`config.mk`:
```
export PLATFORM = sky130hd
export DESIGN_NAME = vcve2_dmem_rr_arbiter
export DESIGN_NICKNAME = d
export VERILOG_FILES = /design/src/rtl/vcve2_dmem_rr_arbiter.sv
export SDC_FILE = /design/constraint.sdc
export NUM_CORES = 1
export LEC_CHECK = 0
export ABC_CLOCK_PERIOD_IN_PS = 1600
export CORE_AREA = 4 4 111 113
export DETAILED_ROUTE_END_ITERATION = 12
export DIE_AREA = 0 0 115 117
export PLACE_DENSITY = 0.64
export SYNTH_ARGS = -nofsm -noshare
export SYNTH_HDL_FRONTEND = slang
export SYNTH_SLANG_ARGS = --single-unit
```
`constraint.sdc`:
```
create_clock -name clk_i -period 1.6 [get_ports clk_i]
set_clock_uncertainty 0.15 [all_clocks]
set_input_delay 0.32 -clock clk_i [delete_from_list [all_inputs] [get_ports clk_i]]
set_output_delay 0.32 -clock clk_i [all_outputs]
set_load 0.1 [all_outputs]
```
`src/rtl/vcve2_dmem_rr_arbiter.sv`:
```
// Round-robin / fixed-priority arbiter from N core-side masters onto one OBI data port.
// In-flight port IDs are queued so each response is routed back to its originating master.
module vcve2_dmem_rr_arbiter #(
    parameter int unsigned  NUM_PORTS       = 2,
    parameter int unsigned  DATA_WIDTH      = 32,
    parameter int unsigned  ADDR_WIDTH      = 32,
    parameter int unsigned  MAX_OUTSTANDING = 2,
    parameter bit           FIXED_PRIO      = 1'b0,
    localparam int unsigned BE_WIDTH        = DATA_WIDTH / 8,
    localparam int unsigned CNT_WIDTH       = $clog2(MAX_OUTSTANDING + 1)
) (
    input  logic                            clk_i,
    input  logic                            rst_ni,
    input  logic [NUM_PORTS-1:0]            req_i,
    input  logic [NUM_PORTS-1:0]            lock_i,
    input  logic [NUM_PORTS-1:0]            we_i,
    input  logic [NUM_PORTS*BE_WIDTH-1:0]   be_i,
    input  logic [NUM_PORTS*ADDR_WIDTH-1:0] addr_i,
    input  logic [NUM_PORTS*DATA_WIDTH-1:0] wdata_i,
    output logic [NUM_PORTS-1:0]            gnt_o,
    output logic [NUM_PORTS-1:0]            rvalid_o,
    output logic [NUM_PORTS-1:0]            err_o,
    output logic [DATA_WIDTH-1:0]           rdata_o,
    output logic                            data_req_o,
    input  logic                            data_gnt_i,
    output logic                            data_we_o,
    output logic [BE_WIDTH-1:0]             data_be_o,
    output logic [ADDR_WIDTH-1:0]           data_addr_o,
    output logic [DATA_WIDTH-1:0]           data_wdata_o,
    input  logic                            data_rvalid_i,
    input  logic [DATA_WIDTH-1:0]           data_rdata_i,
    input  logic                            data_err_i,
    output logic [CNT_WIDTH-1:0]            outstanding_o
);

    localparam int unsigned IDX_WIDTH = $clog2(NUM_PORTS);
    localparam int unsigned PTR_WIDTH = (MAX_OUTSTANDING > 1) ? $clog2(MAX_OUTSTANDING) : 1;

    typedef logic [IDX_WIDTH-1:0] idx_t;
    typedef logic [PTR_WIDTH-1:0] ptr_t;

    function automatic idx_t lowest_set(input logic [NUM_PORTS-1:0] vec);
        idx_t idx;
        idx = '0;
        for (int i = NUM_PORTS - 1; i >= 0; i--) begin
            if (vec[i]) idx = idx_t'(i);
        end
        return idx;
    endfunction

    function automatic ptr_t ptr_inc(input ptr_t p);
        return (p == ptr_t'(MAX_OUTSTANDING - 1)) ? '0 : p + 1'b1;
    endfunction

    logic [NUM_PORTS-1:0] mask_q, mask_d;
    logic                 pending_q, pending_d;
    idx_t                 pend_idx_q, pend_idx_d;
    idx_t                 fifo_q [MAX_OUTSTANDING];
    ptr_t                 wptr_q, rptr_q;
    logic [CNT_WIDTH-1:0] count_q;

    logic [NUM_PORTS-1:0] locked, masked;
    idx_t                 arb_idx, win_idx, head_idx;
    logic                 full, push, pop;

    // Lock overrides everything; otherwise fixed priority or the lowest port above the last grant.
    always_comb begin
        locked = req_i & lock_i;
        masked = req_i & mask_q;
        if (|locked) begin
            arb_idx = lowest_set(locked);
        end else if (FIXED_PRIO || !(|masked)) begin
            arb_idx = lowest_set(req_i);
        end else begin
            arb_idx = lowest_set(masked);
        end
    end

    // A stalled request keeps its winner so the OBI address phase stays stable until granted.
    assign win_idx    = pending_q ? pend_idx_q : arb_idx;
    assign full       = (count_q == CNT_WIDTH'(MAX_OUTSTANDING));
    assign data_req_o = ~full & (pending_q | (|req_i));
    assign push       = data_req_o & data_gnt_i;
    assign pop        = data_rvalid_i & (count_q != '0);
    assign head_idx   = fifo_q[rptr_q];

    always_comb begin
        data_we_o    = 1'b0;
        data_be_o    = '0;
        data_addr_o  = '0;
        data_wdata_o = '0;
        gnt_o        = '0;
        if (data_req_o) begin
            data_we_o      = we_i[win_idx];
            data_be_o      = be_i[win_idx*BE_WIDTH +: BE_WIDTH];
            data_addr_o    = addr_i[win_idx*ADDR_WIDTH +: ADDR_WIDTH];
            data_wdata_o   = wdata_i[win_idx*DATA_WIDTH +: DATA_WIDTH];
            gnt_o[win_idx] = data_gnt_i;
        end
    end

    always_comb begin
        rvalid_o           = '0;
        err_o              = '0;
        rvalid_o[head_idx] = pop;
        err_o[head_idx]    = pop & data_err_i;
    end

    assign rdata_o       = data_rdata_i;
    assign outstanding_o = count_q;

    always_comb begin
        mask_d     = mask_q;
        pending_d  = pending_q;
        pend_idx_d = pend_idx_q;
        if (push) begin
            pending_d = 1'b0;
            if (!FIXED_PRIO) begin
                for (int i = 0; i < NUM_PORTS; i++) begin
                    mask_d[i] = (i > int'(win_idx));
                end
            end
        end else if (data_req_o) begin
            pending_d  = 1'b1;
            pend_idx_d = win_idx;
        end
    end

    always_ff @(posedge clk_i or negedge rst_ni) begin
        if (!rst_ni) begin
            mask_q     <= '1;
            pending_q  <= 1'b0;
            pend_idx_q <= '0;
            wptr_q     <= '0;
            rptr_q     <= '0;
            count_q    <= '0;
            for (int i = 0; i < MAX_OUTSTANDING; i++) begin
                fifo_q[i] <= '0;
            end
        end else begin
            mask_q     <= mask_d;
            pending_q  <= pending_d;
            pend_idx_q <= pend_idx_d;
            if (push) begin
                fifo_q[wptr_q] <= win_idx;
                wptr_q         <= ptr_inc(wptr_q);
            end
            if (pop) begin
                rptr_q <= ptr_inc(rptr_q);
            end
            case ({push, pop})
                2'b10:   count_q <= count_q + 1'b1;
                2'b01:   count_q <= count_q - 1'b1;
                default: count_q <= count_q;
            endcase
        end
    end

endmodule

```
# After elaboration in Yosys (flattened, before gate mapping)

Cells that the tools add are included.

Logic and storage cells: 81
Flip-flop bits (word level): 10
Bits of input ports: 179

Bitwise logic cells: 14
Shifts and indexed selects: 3
Eq/ne operators: 3
Add/sub/neg operators: 4
Reductions and logical operators: 10
Muxes and demuxes: 31
$lt $le $gt $ge: 8

Operators with widths:

| kind                | number |
|---|---|
| $shiftx 64x7->32    | 2 |
| $mux 32             | 2 |
| $mux 1              | 22 |
| $and 2x2->2         | 5 |
| $shiftx 8x4->4      | 1 |
| $reduce_bool 2->1   | 3 |
| $reduce_or 2->1     | 3 |
| $and 1x1->1         | 4 |
| $eq 2x2->1 const B  | 2 |
| $ge 2x2->1 const B  | 2 |
| $lt 1x2->1 const B  | 2 |
| $mux 4              | 1 |
| $not 1->2           | 2 |
| $pmux 2 s2          | 1 |
| $demux 1 s1         | 3 |
| $logic_and 1x1->1   | 3 |
| $add 1x1->1 const B | 2 |
| $add 2x1->2 const B | 1 |
| $bwmux 2            | 1 |
| $eq 2x1->1 const B  | 1 |
| $ge 1x1->1 const B  | 2 |
| $lt 2x1->1 const B  | 1 |
| $mux 2              | 1 |
| $not 1->1           | 2 |
| other kinds (4)     | 4 |

# Depth between registers and ports, before layout

Depth in word-level cells: 12
Depth in mapped cells: 6
Gate-level depth less buffers: 6

# Worst setup path before layout

Ideal clock, no wire load.

Path kind: register -> output
Start point: reg count_q[0], in the netlist outstanding_o[0]
End point: out data_addr_o[0]
Buffers on the path: 2
Data required time: 1130 ps
Arrival: 3131 ps
Cell stages (with the launch flop): 6
Slack: -2001 ps
Cells stage by stage: dfrtp_1 -> nor2b_1 -> or2_1 -> buf_2 -> buf_1 -> a21oi_1

Longest elaborated chain between the ends: 4

Ends and longest elaborated chain:

| what                   | RTL line | RTL |
|---|---|---|
| start, declared        | 60       | `logic [CNT_WIDTH-1:0] count_q;` |
| start signal, assigned | 152      | `2'b10: count_q <= count_q + 1'b1;` |
| start signal, assigned | 153      | `2'b01: count_q <= count_q - 1'b1;` |
| start signal, assigned | 154      | `default: count_q <= count_q;` |
| $eq 2x2->1             | 81       | `assign full = (count_q == CNT_WIDTH'(MAX_OUTSTANDING));` |
| $not 1->1              | 82       | `assign data_req_o = ~full & (pending_q \| (\|req_i));` |
| $and 1x1->1            | 82       |  |
| $mux 32                | 93       | `if (data_req_o) begin` |
| end, declared          | 28       | `output logic [ADDR_WIDTH-1:0] data_addr_o,` |

No other way between the ends.

# Worst setup path after layout

Start point: reg mask_q[1]
End point: out data_addr_o[16]

Longest elaborated chain between the ends: 8

Ends and longest elaborated chain:

| what                   | RTL line | RTL |
|---|---|---|
| start, declared        | 55       | `logic [NUM_PORTS-1:0] mask_q, mask_d;` |
| start signal, assigned | 141      | `mask_q <= mask_d;` |
| $and 2x2->2 (*)        | 69       | `masked = req_i & mask_q;` |
| $mux 1 (2 in series)   | 46       | `if (vec[i]) idx = idx_t'(i);` |
| $mux 1 (*)             | 72       | `end else if (FIXED_PRIO \|\| !(\|masked)) begin` |
| $mux 1 (*)             | 70       | `if (\|locked) begin` |
| $mux 1 (*)             | 80       | `assign win_idx = pending_q ? pend_idx_q : arb_idx;` |
| $shiftx 64x7->32 (*)   | 96       | `data_addr_o = addr_i[win_idx*ADDR_WIDTH +: ADDR_WIDTH];` |
| $mux 32 (*)            | 93       |  |

Mark *: on every way between the ends. The rest lies on a longest branch, timed or not.

==> metrics.md <==
| Metric | Value |
|---|---|
| Status | `finished, violations left` |
| Violated checks | `setup timing` |
| Final core utilization | `68.53%` |
| Yosys reg bits | `10` |
| DRT iter0 DRCs | `between 150 and 200` |
| Seq/Total Area, Yosys | `about an eighth` |
| Share of cells above drive strength 1 | `between 60% and 70%` |
| RR Startpoint | `mask_q[1]$_DFFE_PN1N_` |
| Final setup margin | `-0.9842 ns` |
| Vias | `3641` |
| Final wirelength | `around 15000 um` |
| Clk root buf | `clkbuf_16` |
| Largest net degree at the start of global routing | `37` |
| CTS HTree Levels | `1` |
| Drt drc | `0` |
| Critical path class | `register to output pin` |
| # nets final | `about 800` |
| Slowest cell on the critical path | `dfstp_2` |
| FF-to-FF setup slack | `-0.43 ns` |
| Slew Limit Fails | `0` |
| Row count | `39` |
| Hold Path Class | `input port to asynchronous set/reset pin` |
| Core area | `0.01132 mm2` |
| Commonest non-fill, non-tap cell in the layout | `clkdlybuf4s50_1` |
| CP Capture Type | `output pin` |
| DPL Wire Length | `between 9000 and 10000 um` |
| Total gr overflow | `0` |
| Final hold viol count | `0` |
| Top post-synthesis cells by area | `a21oi_1, nand3_1, o21ai_0` |
| Worst r2r dst | `fifo_q[0]$_DFFE_PN0P_` |
| CTS sink cnt | `10` |
| Placer Congestion | `0.7605` |
| TritonCTS Buffers | `3` |
| Clk slew on worst S/H paths | `0.05 ns` |
| Cells on worst reg2reg path | `7` |
| IO Pins | `289` |
| Net count after synthesis | `509` |
| Slowest stage delay, CP | `between 0.5 and 0.6 ns` |
| Ant. Diodes | `0` |
| Antenna violations before repair | `0` |
| Post-synthesis cell type with the largest combined area | `a21oi_1` |
| Area Overhead vs Synth | `279.0%` |
| First-pass GRT wire length | `just over 20000 um` |
| Synth top area share | `between 10% and 20%` |
| DIE WIDTH | `between 100 and 150 um` |
| Via density | `4.927` |
| Die span in y | `approximately 120 um` |
| Clk_lat worst skew | `roughly 0.24 ns` |
| Port Buf Inserts | `approximately 220` |
| Post-synthesis cell count | `between 300 and 400` |
| Vias in the first global route | `between 3000 and 4000` |
| Period utilization | `161.5%` |
| MaxCap Viol Count | `0` |
| Starting density of the core | `roughly 18%` |
| CP required | `1.13 ns` |
| Count of final setup violators | `82` |
| Worst-case clock buffer depth | `2` |
| Relative slew slack | `66.69%` |
| DR WL/cell | `just over 20 um` |
| Pre-CTS setup slack | `-1.005 ns` |
| DR pass1 iterations | `4` |
| CTS tree | `built` |
| CP startpoint | `mask_q[1]$_DFFE_PN1N_` |
| GR Util All Layers | `between 10% and 20%` |
| YS warnings | `0` |
| Critical Path AT | `approximately 2.1 ns` |
| Min cycle time layout | `~2.6 ns` |
| Critical Path Most Common Cell | `buf_12` |
| Avg Inst Size Synth | `approximately 6.2 um2` |
| Startpoint Class | `register` |
| Crit path max fanout | `8` |
| Final ANT Viol Nets | `0` |
| Synth unique cells | `36` |
| Fmax | `387.0 MHz` |
| Die area | `0.01346 mm2` |
| Critical-path cell list | `nor2b_4, o2111a_2, buf_12, buf_6, o21ai_1, buf_4, a21oi_4, buf_12` |
| Most frequent cells in the layout | `clkdlybuf4s50_1, buf_12, a21oi_4` |
| RSZ-0062 raised after global routing | `yes` |
| Post-Syn Area | `around 0.0020 mm2` |
| Worst-margin pin slew | `roughly 0.5 ns` |
-- critical path: cells and delay by family, from the launching register on --
| kind | cells | cell delay [ns] |
|---|---|---|
| buffers and inverters | 4 | 0.63 |
| AOI/OAI and AO/OA | 3 | 0.55 |
| and+or+nand+nor | 1 | 0.16 |
| DFF | 1 | 0.53 |
-- cells in the mapped netlist, drive strengths merged --
cell      n
nand3b    1
o31ai     3
o2111ai   1
o21ai    72
a21oi    69
nor2b     2
nand2b    2
mux2i     1
or2       1
nor3      1
nor2      6
dfstp     2
dfrtp     8
clkbuf   13
nand2     5
a41oi     1
xnor2     4
o2111a    1
o22ai     1
and2      3
and3      1
ha        1
inv       2
xor2      1
buf      56
a31oi     1
clkinv    1
nand3    69
-- stage by stage --
step           instance area (um2)  std cells  hold WS, ns  TNS, ns
5_1_grt                       7759        739       0.3137   -73.12
3_5_place_dp                  6566        721       0.3292   -73.57
2_1_floorplan                 2950        329      -0.1256   -56.51
3_3_place_gp                  6566        721       0.3212   -70.43
4_1_cts                       7234        739       0.2742   -66.51
6_report                      7759        739       0.2694   -67.09
-- state kept, by name (all words and copies together), names as in the netlist --
| name | count |
|---|---|
| pend_idx_q | 1 |
| outstanding_o | 2 |
| wptr_q | 1 |
| mask_q | 2 |
| fifo_q | 2 |
| pending_q | 1 |
| rptr_q | 1 |
-- per-layer routing --
metal  global-route usage, %  vias up  share of wire (%)
li1                        -     1723                  -
met1                   22.01     1744                 40
met2                   36.30      143                 52
met3                   2.879       31                6.3
met4                   3.991        0                2.0
met5                       0        -                  0
-- area by class of cell --
| cell class | count | area, um2 |
|---|---|---|
| flip-flops and latches | 10 | 260.3 |
| clock buffers | 4 | 88.84 |
| fillers | 777 | 3562 |
| multi-input cells | 247 | 2806 |
| well taps | 143 | 178.9 |
| inverters | 3 | 23.77 |
| repair buffers | 332 | 4400 |
-- kinds of logic after synthesis --
kind of cell             count (synthesis)  share of synthesized area [%]
buffers and inverters                   72                          23.17
AO/OA/AOI/OAI                          149                          38.51
multiplexers                             1                         0.4890
flip-flops                              10                          12.35
adder cells (fa/ha/maj)                  1                         0.6111
XOR/XNOR                                 5                          2.139
AND/OR/NAND/NOR                         91                          22.74
-- repair_timing --
item | CTS | global route
gates cloned | 3 | 13
resized for setup | 95 | 102
hold buffers | 0 | 0
endpoints found under the setup margin | 82 | 83
buffers inserted | 11 | 6
pin swaps | 28 | 43
-- how the worst max path moves through the flow --
stage	to	cells past startpoint	slack, ns
detailed placement	data_wdata_o[10]	8	-1.01
global route	data_addr_o[19]	8	-1.05
CTS	data_wdata_o[31]	9	-0.93
global placement	data_wdata_o[30]	8	-1.0
finish	data_addr_o[16]	8	-0.98
floorplan	data_addr_o[24]	5	-0.76
Power is not shown: default switching activity piles up to over one toggle a cycle in this logic, so the estimate is an artifact.
